File: config.mk
export PLATFORM = sky130hd
export DESIGN_NAME = cond_unit_flat
export DESIGN_NICKNAME = d
export VERILOG_FILES = /design/src/rtl/cond_unit_pkg.sv /design/src/rtl/cond_unit_if.sv /design/src/rtl/cond_unit_cond_check.sv /design/src/rtl/cond_unit.sv /design/src/flat_wrapper.sv
export SDC_FILE = /design/constraint.sdc
export NUM_CORES = 1
export LEC_CHECK = 0
export ABC_AREA = 1
export CORE_UTILIZATION = 47
export DETAILED_ROUTE_END_ITERATION = 10
export PLACE_DENSITY = 0.8
export SYNTH_ARGS = -nofsm -noshare
export SYNTH_HDL_FRONTEND = slang
export SYNTH_SLANG_ARGS = --single-unit
File: constraint.sdc
create_clock -name clk -period 1.85 [get_ports clk]
set_clock_uncertainty 0.15 [all_clocks]
set_input_delay 0.2775 -clock clk [delete_from_list [all_inputs] [get_ports clk]]
set_output_delay 0.2775 -clock clk [all_outputs]
set_load 0.01 [all_outputs]
File: src/rtl/cond_unit_pkg.sv
// Shared constants and types for the conditional-execution unit: condition codes,
// flag bit positions and the output-register layout.
package cond_unit_pkg;

    localparam logic [3:0] COND_EQ = 4'd0;
    localparam logic [3:0] COND_NE = 4'd1;
    localparam logic [3:0] COND_CS = 4'd2;
    localparam logic [3:0] COND_CC = 4'd3;
    localparam logic [3:0] COND_MI = 4'd4;
    localparam logic [3:0] COND_PL = 4'd5;
    localparam logic [3:0] COND_VS = 4'd6;
    localparam logic [3:0] COND_VC = 4'd7;
    localparam logic [3:0] COND_HI = 4'd8;
    localparam logic [3:0] COND_LS = 4'd9;
    localparam logic [3:0] COND_GE = 4'd10;
    localparam logic [3:0] COND_LT = 4'd11;
    localparam logic [3:0] COND_GT = 4'd12;
    localparam logic [3:0] COND_LE = 4'd13;
    localparam logic [3:0] COND_AL = 4'd14;
    localparam logic [3:0] COND_NV = 4'd15;

    localparam int FLAG_N = 3;
    localparam int FLAG_Z = 2;
    localparam int FLAG_C = 1;
    localparam int FLAG_V = 0;

    localparam logic [7:0] CNT_MAX = 8'hFF;

    typedef struct packed {
        logic [4:0] result;
        logic       cond_ex;
        logic       reg_write;
    } out_reg_t;

endpackage

File: src/rtl/cond_unit_if.sv
// Op-in / result-out handshake bundle for cond_unit; master drives ops, slave is the unit.
interface cond_unit_if;
    logic       in_valid;
    logic       in_ready;
    logic [3:0] cond;
    logic [4:0] alu_result;
    logic [3:0] alu_flags;
    logic [1:0] flag_write;
    logic       reg_write_in;
    logic       out_valid;
    logic       out_ready;
    logic [4:0] out_result;
    logic       out_reg_write;
    logic       out_cond_ex;
    logic [3:0] flags;
    logic [7:0] exec_cnt;
    logic [7:0] skip_cnt;

    modport master (
        output in_valid, cond, alu_result, alu_flags, flag_write, reg_write_in, out_ready,
        input  in_ready, out_valid, out_result, out_reg_write, out_cond_ex, flags,
               exec_cnt, skip_cnt
    );

    modport slave (
        input  in_valid, cond, alu_result, alu_flags, flag_write, reg_write_in, out_ready,
        output in_ready, out_valid, out_result, out_reg_write, out_cond_ex, flags,
               exec_cnt, skip_cnt
    );
endinterface

File: src/rtl/cond_unit_cond_check.sv
// Condition-code evaluator against a {N,Z,C,V} flag word.
// Latency: purely combinational. Backpressure: none.
// Holds no state; the caller decides which flag word is architectural.
module cond_check
    import cond_unit_pkg::*;
(
    input  logic [3:0] cond,
    input  logic [3:0] flags,
    output logic       cond_ex
);
    logic n, z, c, v;

    assign n = flags[FLAG_N];
    assign z = flags[FLAG_Z];
    assign c = flags[FLAG_C];
    assign v = flags[FLAG_V];

    always_comb begin
        cond_ex = 1'b0;
        case (cond)
            COND_EQ: cond_ex = z;
            COND_NE: cond_ex = ~z;
            COND_CS: cond_ex = c;
            COND_CC: cond_ex = ~c;
            COND_MI: cond_ex = n;
            COND_PL: cond_ex = ~n;
            COND_VS: cond_ex = v;
            COND_VC: cond_ex = ~v;
            COND_HI: cond_ex = c & ~z;
            COND_LS: cond_ex = ~c | z;
            COND_GE: cond_ex = (n == v);
            COND_LT: cond_ex = (n != v);
            COND_GT: cond_ex = ~z & (n == v);
            COND_LE: cond_ex = z | (n != v);
            COND_AL: cond_ex = 1'b1;
            default: cond_ex = 1'b0;
        endcase
    end
endmodule

File: src/rtl/cond_unit.sv
// Conditional-execution stage: gates register/flag writes by cond against the flag register.
// Latency: 1 cycle from acceptance to out_valid.
// Backpressure: single output register; in_ready drops while it is full and out_ready is low.
module cond_unit
    import cond_unit_pkg::*;
(
    input  logic        clk,
    input  logic        rst_n,
    cond_unit_if.slave  bus
);
    out_reg_t   out_q;
    logic       out_vld_q;
    logic [3:0] flags_q;
    logic [7:0] exec_cnt_q;
    logic [7:0] skip_cnt_q;
    logic       cond_ex;
    logic       accept;

    // Condition sees the registered flags, so back-to-back ops chain through flags_q.
    cond_check u_cond_check (
        .cond    (bus.cond),
        .flags   (flags_q),
        .cond_ex (cond_ex)
    );

    assign bus.in_ready = rst_n & (~out_vld_q | bus.out_ready);
    assign accept       = bus.in_valid & bus.in_ready;

    always_ff @(posedge clk) begin
        if (!rst_n) begin
            out_q      <= '0;
            out_vld_q  <= 1'b0;
            flags_q    <= 4'b0000;
            exec_cnt_q <= 8'd0;
            skip_cnt_q <= 8'd0;
        end else if (accept) begin
            out_q.result    <= bus.alu_result;
            out_q.cond_ex   <= cond_ex;
            out_q.reg_write <= bus.reg_write_in & cond_ex;
            out_vld_q       <= 1'b1;
            if (cond_ex) begin
                if (bus.flag_write[1]) begin
                    flags_q[FLAG_N] <= bus.alu_flags[FLAG_N];
                    flags_q[FLAG_Z] <= bus.alu_flags[FLAG_Z];
                end
                if (bus.flag_write[0]) begin
                    flags_q[FLAG_C] <= bus.alu_flags[FLAG_C];
                    flags_q[FLAG_V] <= bus.alu_flags[FLAG_V];
                end
                if (exec_cnt_q != CNT_MAX) exec_cnt_q <= exec_cnt_q + 8'd1;
            end else begin
                if (skip_cnt_q != CNT_MAX) skip_cnt_q <= skip_cnt_q + 8'd1;
            end
        end else if (out_vld_q && bus.out_ready) begin
            out_vld_q <= 1'b0;
        end
    end

    assign bus.out_valid     = out_vld_q;
    assign bus.out_result    = out_q.result;
    assign bus.out_cond_ex   = out_q.cond_ex;
    assign bus.out_reg_write = out_q.reg_write;
    assign bus.flags         = flags_q;
    assign bus.exec_cnt      = exec_cnt_q;
    assign bus.skip_cnt      = skip_cnt_q;
endmodule

File: src/flat_wrapper.sv
// flat-port wrapper written by rule: the top's interface ports become plain ports
module cond_unit_flat import cond_unit_pkg::*;
  (clk, rst_n, bus_in_valid, bus_cond, bus_alu_result, bus_alu_flags, bus_flag_write, bus_reg_write_in, bus_out_ready, bus_in_ready, bus_out_valid, bus_out_result, bus_out_reg_write, bus_out_cond_ex, bus_flags, bus_exec_cnt, bus_skip_cnt);
  cond_unit_if bus_i ();
  input  logic clk;
  input  logic rst_n;
  input wire logic [$bits(bus_i.in_valid)-1:0] bus_in_valid;
  input wire logic [$bits(bus_i.cond)-1:0] bus_cond;
  input wire logic [$bits(bus_i.alu_result)-1:0] bus_alu_result;
  input wire logic [$bits(bus_i.alu_flags)-1:0] bus_alu_flags;
  input wire logic [$bits(bus_i.flag_write)-1:0] bus_flag_write;
  input wire logic [$bits(bus_i.reg_write_in)-1:0] bus_reg_write_in;
  input wire logic [$bits(bus_i.out_ready)-1:0] bus_out_ready;
  output wire logic [$bits(bus_i.in_ready)-1:0] bus_in_ready;
  output wire logic [$bits(bus_i.out_valid)-1:0] bus_out_valid;
  output wire logic [$bits(bus_i.out_result)-1:0] bus_out_result;
  output wire logic [$bits(bus_i.out_reg_write)-1:0] bus_out_reg_write;
  output wire logic [$bits(bus_i.out_cond_ex)-1:0] bus_out_cond_ex;
  output wire logic [$bits(bus_i.flags)-1:0] bus_flags;
  output wire logic [$bits(bus_i.exec_cnt)-1:0] bus_exec_cnt;
  output wire logic [$bits(bus_i.skip_cnt)-1:0] bus_skip_cnt;
  assign bus_i.in_valid = bus_in_valid;
  assign bus_i.cond = bus_cond;
  assign bus_i.alu_result = bus_alu_result;
  assign bus_i.alu_flags = bus_alu_flags;
  assign bus_i.flag_write = bus_flag_write;
  assign bus_i.reg_write_in = bus_reg_write_in;
  assign bus_i.out_ready = bus_out_ready;
  assign bus_in_ready = bus_i.in_ready;
  assign bus_out_valid = bus_i.out_valid;
  assign bus_out_result = bus_i.out_result;
  assign bus_out_reg_write = bus_i.out_reg_write;
  assign bus_out_cond_ex = bus_i.out_cond_ex;
  assign bus_flags = bus_i.flags;
  assign bus_exec_cnt = bus_i.exec_cnt;
  assign bus_skip_cnt = bus_i.skip_cnt;
  cond_unit u_core (.clk(clk), .rst_n(rst_n), .bus(bus_i));
endmodule
# Word level (Yosys, flattened, before mapping)
# Index checks and enable logic that the tools add are counted.
# totals
word_cells	52
ff_bits	28
out_inout_bits	29
# op_classes
n_reduce_logical	7
bitwise_logic	14
add_sub_neg	2
n_mux	3
n_eq_ne	18
# ops
op	n
4-bit == test, second input constant	7
8-bit by 1-bit adder with 8-bit output, second input constant	2
4-bit by 3-bit == test with 1-bit output, second input constant	4
8-bit != test, second input constant	2
1-bit one-hot mux with 15 select lines	1
3-bit AND reduction	4
4-bit by 2-bit == test with 1-bit output, second input constant	2
1-bit NOT	6
1-bit AND	5
4-bit by 1-bit == test with 1-bit output, second input constant	1
4-bit zero test	1
1-bit bitwise OR	3
1-bit two-way mux	2
2-bit nonzero test	1
1-bit == test	1
1-bit logical AND	1
1-bit != test	1

# Logic depth before layout (Yosys ltp)
# depth
depth_word	5
depth_mapped	13
depth_no_buf	13

# By module
# From an unflattened synthesis, not the netlist that was laid out.
# hier_totals
hier_cells	266
hier_area_um2	1624.1
# modules_own_cells
module	cells_per_inst	area_per_inst_um2	seq_area_each_um2	instances
cond_unit	211	1395.1	560.5	1
cond_check	55	229.0	0.0	1

# Least setup slack after synthesis
# OpenSTA, ideal clock, no wires.
# synth_path
path_kind	reg2reg
start	reg u_core.exec_cnt_q[0] (netlist: u_core.bus.exec_cnt[0])
end	reg u_core.exec_cnt_q[2] (netlist: u_core.bus.exec_cnt[2])
setup_slack_ns	0.073
path_stages_with_launch	9
setup_time_ns	0.116
arrival_ns	1.511
path_buffers	0
path_cell_list	dfxtp_1 -> ha_1 -> nand3_1 -> nor3_1 -> a31oi_1 -> nand2_2 -> inv_1 -> nor2_1 -> nor2_1
# synth_between
elab_chain_len	2
elab_cells_between_ends	3
# synth_rtl
item	line	rtl
start, declared	cond_unit.sv:14	logic [7:0] exec_cnt_q;
start signal, assigned	cond_unit.sv:50	if (exec_cnt_q != CNT_MAX) exec_cnt_q <= exec_cnt_q + 8'd1;
branches (longest 2 deep; another with 8-bit by 1-bit adder with 8-bit output)	-	
# Parallel ways; which one is timed is not known.
# A chain may end at the register's enable or synchronous reset.

# Final worst setup path
# layout_path
start	reg u_core.flags_q[0] (netlist: u_core.bus.flags[0])
end	out bus_flags[0]
# layout_lines
item	line	rtl
start, declared	cond_unit.sv:13	logic [3:0] flags_q;
start signal, assigned by index	cond_unit.sv:43	flags_q[FLAG_N] <= bus.alu_flags[FLAG_N];
start signal, assigned by index	cond_unit.sv:44	flags_q[FLAG_Z] <= bus.alu_flags[FLAG_Z];
start signal, assigned by index	cond_unit.sv:47	flags_q[FLAG_C] <= bus.alu_flags[FLAG_C];
end, declared	flat_wrapper.sv:19	output wire logic [$bits(bus_i.flags)-1:0] bus_flags;
# No word-level cell between the ends.

==> flow_summary.yaml <==
floorplanning:
  ios: 49
  fp.dieArea_sq_um: 3750
  fp.coreArea_sq_um: 3340
  num_rows: 21
  start_util_pct: 49.5
  die_h_microns: 61.3
  fp.dieW_microns: 61.3
sta:
  setup_slack_ps: 54.9
  rsz0062_at_grt: "true"
  period_minus_slack_ps: 1800
  final_max_slew_viol_count: 0
  min_period_over_period_pct: 97.0
  fmax_mhz: 557
  finalHoldViolations: 0
  max_slew_margin_pct: 77.4
  tightest_slew_ps: 337
  setup_viol: 0
outcome:
  outcome: "completed"
place:
  dp_cells: 382
  place.gp.congestion: 0.934
  place_ws_ps: -458
  io_buffers: 48
  place_hpwl_mm: 3.44
  post_dp_cell_area_sq_um: 2370
route:
  wirelength_mm: 4.52
  ant_nets: 0
  via_per_inst: 4.92
  drc_errors: 0
  drtIter0Drc: 103
  wl_per_cell_microns: 11.7
  vias: 1901
  drt_first_pass_iters: 4
flow_run:
  cap_violations: 0
clock_network:
  insertion_delay_ps: 330
  cts_sinks: 28
  hold_buffers: 0
  cts-root-buf: "clkbuf_4"
  clk_path_buf_depth: 2
  path_clk_slew_ps: 160
  ctsHtreeMaxLevel: 1
  cts_buffers: 3
  cts_tree: "yes"
grt:
  antenna_found_initial: 0
  grt_pass1_vias: 1722
  overflow: 0
  grt_first_pass_wirelength_mm: 7.18
  track_usage_pct: 25.6
  grt_max_degree: 18
pwr:
  vdd_drop_max_v: 0.000553
  power_density_nw_per_um2: 568
  p_total_uw: 1430
  leakage_uw: 0.00118
setup_path:
  crit_type: "reg -> out"
  cp_max_fo: 5
  crit_slowest_cell: "clkdlybuf4s50_1"
  arrival_ps: 1370
  end_kind: "primary output"
  max_stage_delay_ps: 520
  path_delay_family: "buffers and inverters"
  startpoint_type: "flip-flop"
  cp.required_ps: 1420
  crit_chain: "buf_4, clkdlybuf4s50_1"
  worst-path-buf-inv: 2
synth:
  synth_edf_count: 0
  synthCells: 267
  synthTopCellsByCount: "nand2_1, nor2_1, inv_1, nand3_1, dfxtp_1"
  synth.area.top_cells: "dfxtp_1, nand2_1, nand3_1"
  synth_top_family_by_area: "simple AND/OR/NAND/NOR gates"
  synth_compound_area_share_pct: 6.22
  synth_adder_area_share_pct: 1.52
  synth_simple_gate_area_share_pct: 43.8
  netlist_area_sq_um: 1650
  synth_xor_area_share_pct: 4.25
  seq_area_frac_synth_pct: 34.0
  yosysUniqueCellTypes: 24
  async_flop_share_pct: 0
  synth_nets: 289
  synth_area_per_cell_sq_um: 6.18
  synth_mux_area_share_pct: 0
  synth_top_area_share_pct: 34.0
  yosys.cell_count.top_type: "nand2_1"
  synth_seq_cells: 28
  synthFlopType: "dfxtp_1"
  ys_warn_count: 0
  synth_top_area_cell: "dfxtp_1"
final_layout:
  syn2layout_area_growth_pct: 52.6
  fin_util_pct: 75.5
  n_antenna_cell: 0
  design_area_sq_um: 2520
  fin_nets: 363
  instances_no_fill: 386
  drive_gt1_share_pct: 18.2
worst_hold_path:
  hold_class: "in -> reg"
==> worst min-delay path: cells and delay by family <==
| family | cells | cell delay [ps] |
|---|---|---|
| buffers and inverters | 1 | 390 |
| and+or+nand+nor | 2 | 100 |
==> final cells by class <==
cell class	instances	area, sq um
inverter	38	143
multi-input combinational	196	1000
fill	286	818
clock inverter	1	30.0
tap	46	57.6
sequential	28	573
clock buffer	3	22.5
timing repair buffer	74	693
==> kinds of logic (layout without fill, tap and decap cells) <==
| kind of cell | after synthesis | count (layout) |
|---|---|---|
| AO/OA/AOI/OAI | 19 | 19 |
| XOR/XNOR | 8 | 8 |
| adder cells (fa/ha/maj) | 2 | 2 |
| buffers and inverters | 43 | 116 |
| flip-flops | 28 | 28 |
| AND/OR/NAND/NOR | 167 | 167 |
==> routing by layer <==
| metal | share of wire (%) | vias up | GRT usage, % | wire (microns) |
|---|---|---|---|---|
| met5 | 0 | - | 0 | 0 |
| met2 | 49 | 53 | 46.3 | 2220 |
| li1 | - | 988 | - | - |
| met1 | 44 | 852 | 30.2 | 1990 |
| met3 | 5.2 | 8 | 6.30 | 234 |
| met4 | 1.7 | 0 | 6.17 | 76 |
==> state kept, by name (all words and copies together) (netlist names) <==
name / flops
u_core.bus.exec_cnt: 8
u_core.bus.flags: 4
u_core.bus.out_cond_ex: 1
u_core.bus.out_reg_write: 1
u_core.bus.out_result: 5
u_core.bus.out_valid: 1
u_core.bus.skip_cnt: 8
==> stage by stage <==
stage | setup TNS, ps | hold WS (ps)
6_report | 0 | 316
4_1_cts | 0 | 305
2_1_floorplan | 0 | 238
5_1_grt | -121 | 311
3_3_place_gp | -7530 | 300
3_5_place_dp | -8430 | 305
==> power breakdown <==
group          switching (uW)  internal [uW]  total, uW
registers                23.8            630        654
clock network             190            219        410
logic                     183            185        369
==> placed cells by master, fill, tap and decap left out, drive strengths merged, types with 2 or more instances in the layout <==
master / instances
dlygate4sd2: 2
o21ai: 6
nor2: 44
nand3: 33
inv: 37
a21oi: 11
clkbuf: 3
dlymetal6s2s: 3
nand4: 9
nor3: 3
buf: 26
xor2: 7
ha: 2
nand2: 78
clkdlybuf4s50: 43
dfxtp: 28
==> what timing repair did <==
item | 4_1_cts | 5_1_grt
gates resized for setup | 10 | 25
setup buffers | 0 | 0
hold endpoints to repair | 0 | 0
endpoints found under the setup margin | 18 | 27
pin swaps | 0 | 2
==> final timing paths <==
path	startpoint	slack, ps	cells after the start	to
min reg2reg	u_core.bus.out_cond_ex	320	2	u_core.bus.out_cond_ex
min	bus_alu_result[0]	320	3	u_core.bus.out_result[0]
max	u_core.bus.flags[0]	50	2	bus_flags[0]
max reg2reg	u_core.bus.exec_cnt[1]	120	8	u_core.bus.exec_cnt[0]
(Power assumes the default switching activity.)
==> patch (same settings) <==
Reset style: asynchronous (`rst_n`), changed in one clocked block.
--- a/src/rtl/cond_unit.sv
+++ b/src/rtl/cond_unit.sv
@@ -28,3 +28,3 @@
 
-    always_ff @(posedge clk) begin
+    always_ff @(posedge clk or negedge rst_n) begin
         if (!rst_n) begin
Function: differs if rst_n is asserted again (counterexample within 4 cycles, from zero or initial values and one cycle with rst_n low); with rst_n held inactive, the same outputs for 10 cycles.
==> patch against the unedited design <==
- cell count fell by 9.3%
- routed wire length fell by 3.8%
- final area up 1.1%
- setup slack improved by 0.018 ns
- area after synthesis rose by 5.8%
- die area increased by 5.6%
- global-route usage decreased by 2.7 points
- sequential cell count unchanged
- non-clock buffer count decreased by 5
- critical path type is now reg -> reg
- critical endpoint is now u_core.bus.exec_cnt[7]
- highest routed layer unchanged
Power is not compared: it rests on default switching activity, and its combinational part moved more than twofold at a synthesized area within 25%.
==> patch: results (changes against the unedited design) <==
Setup path
  • R2R cell count: 11 (+3)
  • Crit start category: register
  • Reg2reg setup slack: 0.07 ns (-0.05 ns)
  • CP Max Fanout: 6 (+1)
  • R2R Path End: u_core.bus.exec_cnt[7]
  • Critical R2R Launch: u_core.bus.flags[3]
  • Crit path arrival time: 1.80 ns (+0.43 ns)

Power and ir drop
  • Leak: 1.28 nW
  • Maximum VDD drop: 0.695 mV

Final layout
  • Post-layout nets: 327 (-9.9%)
  • Fillcell total: 275 (-3.8%)
  • Layout cells sized above 1: 20.7% (+2.5 points)
  • Ant diodes: 0 (unchanged)

Global routing
  • Largest net degree at the start of global routing: 29 (+11)
  • Initial antenna violation count: 0 (unchanged)
  • GR Util All Layers: 22.9% (-2.7 points)
  • Vias in the first global route: 1633 (-5.2%)
  • First-pass GRT wire length: 7.33 mm (+2.1%)

Run status
  • Status: finished, final reports clean

Placed design
  • Dpl hpwl: 3.09 mm (-10%)
  • Pre-CTS worst setup slack: -0.368 ns (+0.0905 ns)
  • Dpl cells: 341 (-11%)
  • Port bufs: 48 (unchanged)
  • Post-Place Cell Area: 2370 µm² (+0.11%)
  • Placer Congestion: 0.927 (-0.78%)

Clocking
  • Skew-Pair Late Insertion Delay: 0.28 ns (-0.05 ns)
  • Max Buffers Root-to-Sink: 2 (unchanged)
  • Clock-pin transition on the worst setup and hold timing paths: 0.10 ns (-0.06 ns)
  • Clock root buffer: clkbuf_8
  • CTS buffer count: 3 (unchanged)
  • CTS H-Tree Depth: 1 (unchanged)

Min path
  • Class of the worst hold path: in -> async

Logic synthesis
  • Syn Inst Count: 235 (-12%)
  • Cell variety after synth: 30 (+25%)
  • Syn nets: 257 (-11%)
  • Synth top area cells: dfrtp_1 (40%), nand2_1 (19%), nand3_1 (5.4%)
  • Most used flip-flop cell after synthesis: dfrtp_1
  • Post-synth top cells: nand2_1 (88), dfrtp_1 (28), inv_1 (19), nand3_1 (19), nor2_1 (17)
  • Asr flop ratio synth: 100% (+100 points)
  • YS warnings: 0 (unchanged)
  • Post-synthesis sequential area ratio: 40.1% (+6.1 points)

Drt
  • Final wirelength: 4.35 mm (-3.8%)
  • Avg WL per Cell: 12.4 µm (+6.1%)
  • Vias per cell: 5.10 (+3.6%)
  • TritonRoute pass-1 iters: 4 (unchanged)
  • Iteration-0 DRC Markers: 123 (+19%)

STA
  • Final number of setup-violating endpoints: 0 (unchanged)
  • Worst-margin pin slew: 0.366 ns (+0.0285 ns)
  • Final Hold Viols: 0 (unchanged)
  • Hold_ws: 0.332 ns (+0.0164 ns)
-- patch: cell type report --
cell class | count | area [µm²] | area share [%]
repair buffers | 69 | 636 | 25.0
flip-flops and latches | 28 | 703 | 27.6
clock inverters | 1 | 30.0 | 1.18
inverters | 21 | 78.8 | 3.10
clock buffers | 3 | 41.3 | 1.62
multi-input cells | 182 | 1000 | 39.3
well taps | 46 | 57.6 | 2.26
-- patch: how the worst max path moves through the flow --
stage	slack, ns	endpoint
after floorplan	0.09	u_core.bus.exec_cnt[2]
after global placement	-0.31	u_core.bus.exec_cnt[6]
after detailed placement	-0.37	u_core.bus.exec_cnt[6]
after CTS	0.02	u_core.bus.exec_cnt[3]
after global routing	-0.06	u_core.bus.exec_cnt[7]
final	0.07	u_core.bus.exec_cnt[7]
-- patch: critical path: stages (launching register included) --
cell and delay (ns):
dfrtp_2 0.45, inv_2 0.10, nand2_1 0.06, nand2_1 0.09
o21ai_0 0.08, nand2_1 0.08, nand2_2 0.06, nor2_4 0.18
buf_4 0.15, nand2_2 0.10, nand3_1 0.11, nand2_1 0.06
-- patch: repair_timing --
| item | 4_1_cts | 5_1_grt |
|---|---|---|
| gates resized for setup | 9 | 13 |
| pin swaps | 0 | 2 |
| setup buffers | 0 | 4 |
| cloned | 0 | 1 |
| setup endpoints to repair | 19 | 21 |
-- patch: through the flow --
step	total power [mW]	utilization [%]
4_1_cts	2.83	71.5
6_report	2.92	74.0
2_1_floorplan	1.69	-
3_3_place_gp	2.29	68.9
5_1_grt	3.12	74.0
3_5_place_dp	2.32	68.9
-- patch: kinds of logic (layout without fill, tap and decap cells) --
| group | count (synthesis) | count (layout) | share of synthesized area (%) |
|---|---|---|---|
| AND/OR/NAND/NOR | 158 | 159 | 41.5 |
| flip-flops | 28 | 28 | 40.1 |
| buffers and inverters | 26 | 94 | 6.81 |
| XOR/XNOR | 12 | 12 | 6.02 |
| AO/OA/AOI/OAI | 9 | 9 | 4.16 |
| adder cells (fa/ha/maj) | 2 | 2 | 1.43 |
-- patch: report_power, final --
| part | total [mW] | leakage (nW) | switching, mW | internal (mW) |
|---|---|---|---|---|
| sequential | 1.00 | 0.362 | 0.206 | 0.795 |
| clock | 0.487 | 0.0357 | 0.198 | 0.290 |
| combinational | 1.43 | 0.878 | 0.713 | 0.719 |
-- patch: routing by layer --
| metal | share of wire, % | vias to the layer above | track usage (%) | routed length, µm |
|---|---|---|---|---|
| met4 | 1.8 | 0 | 7.56 | 77 |
| met3 | 6.0 | 11 | 2.37 | 259 |
| met5 | 0 | - | 0 | 0 |
| met1 | 45 | 833 | 30.4 | 1940 |
| met2 | 48 | 58 | 38.7 | 2080 |
| li1 | - | 883 | - | - |
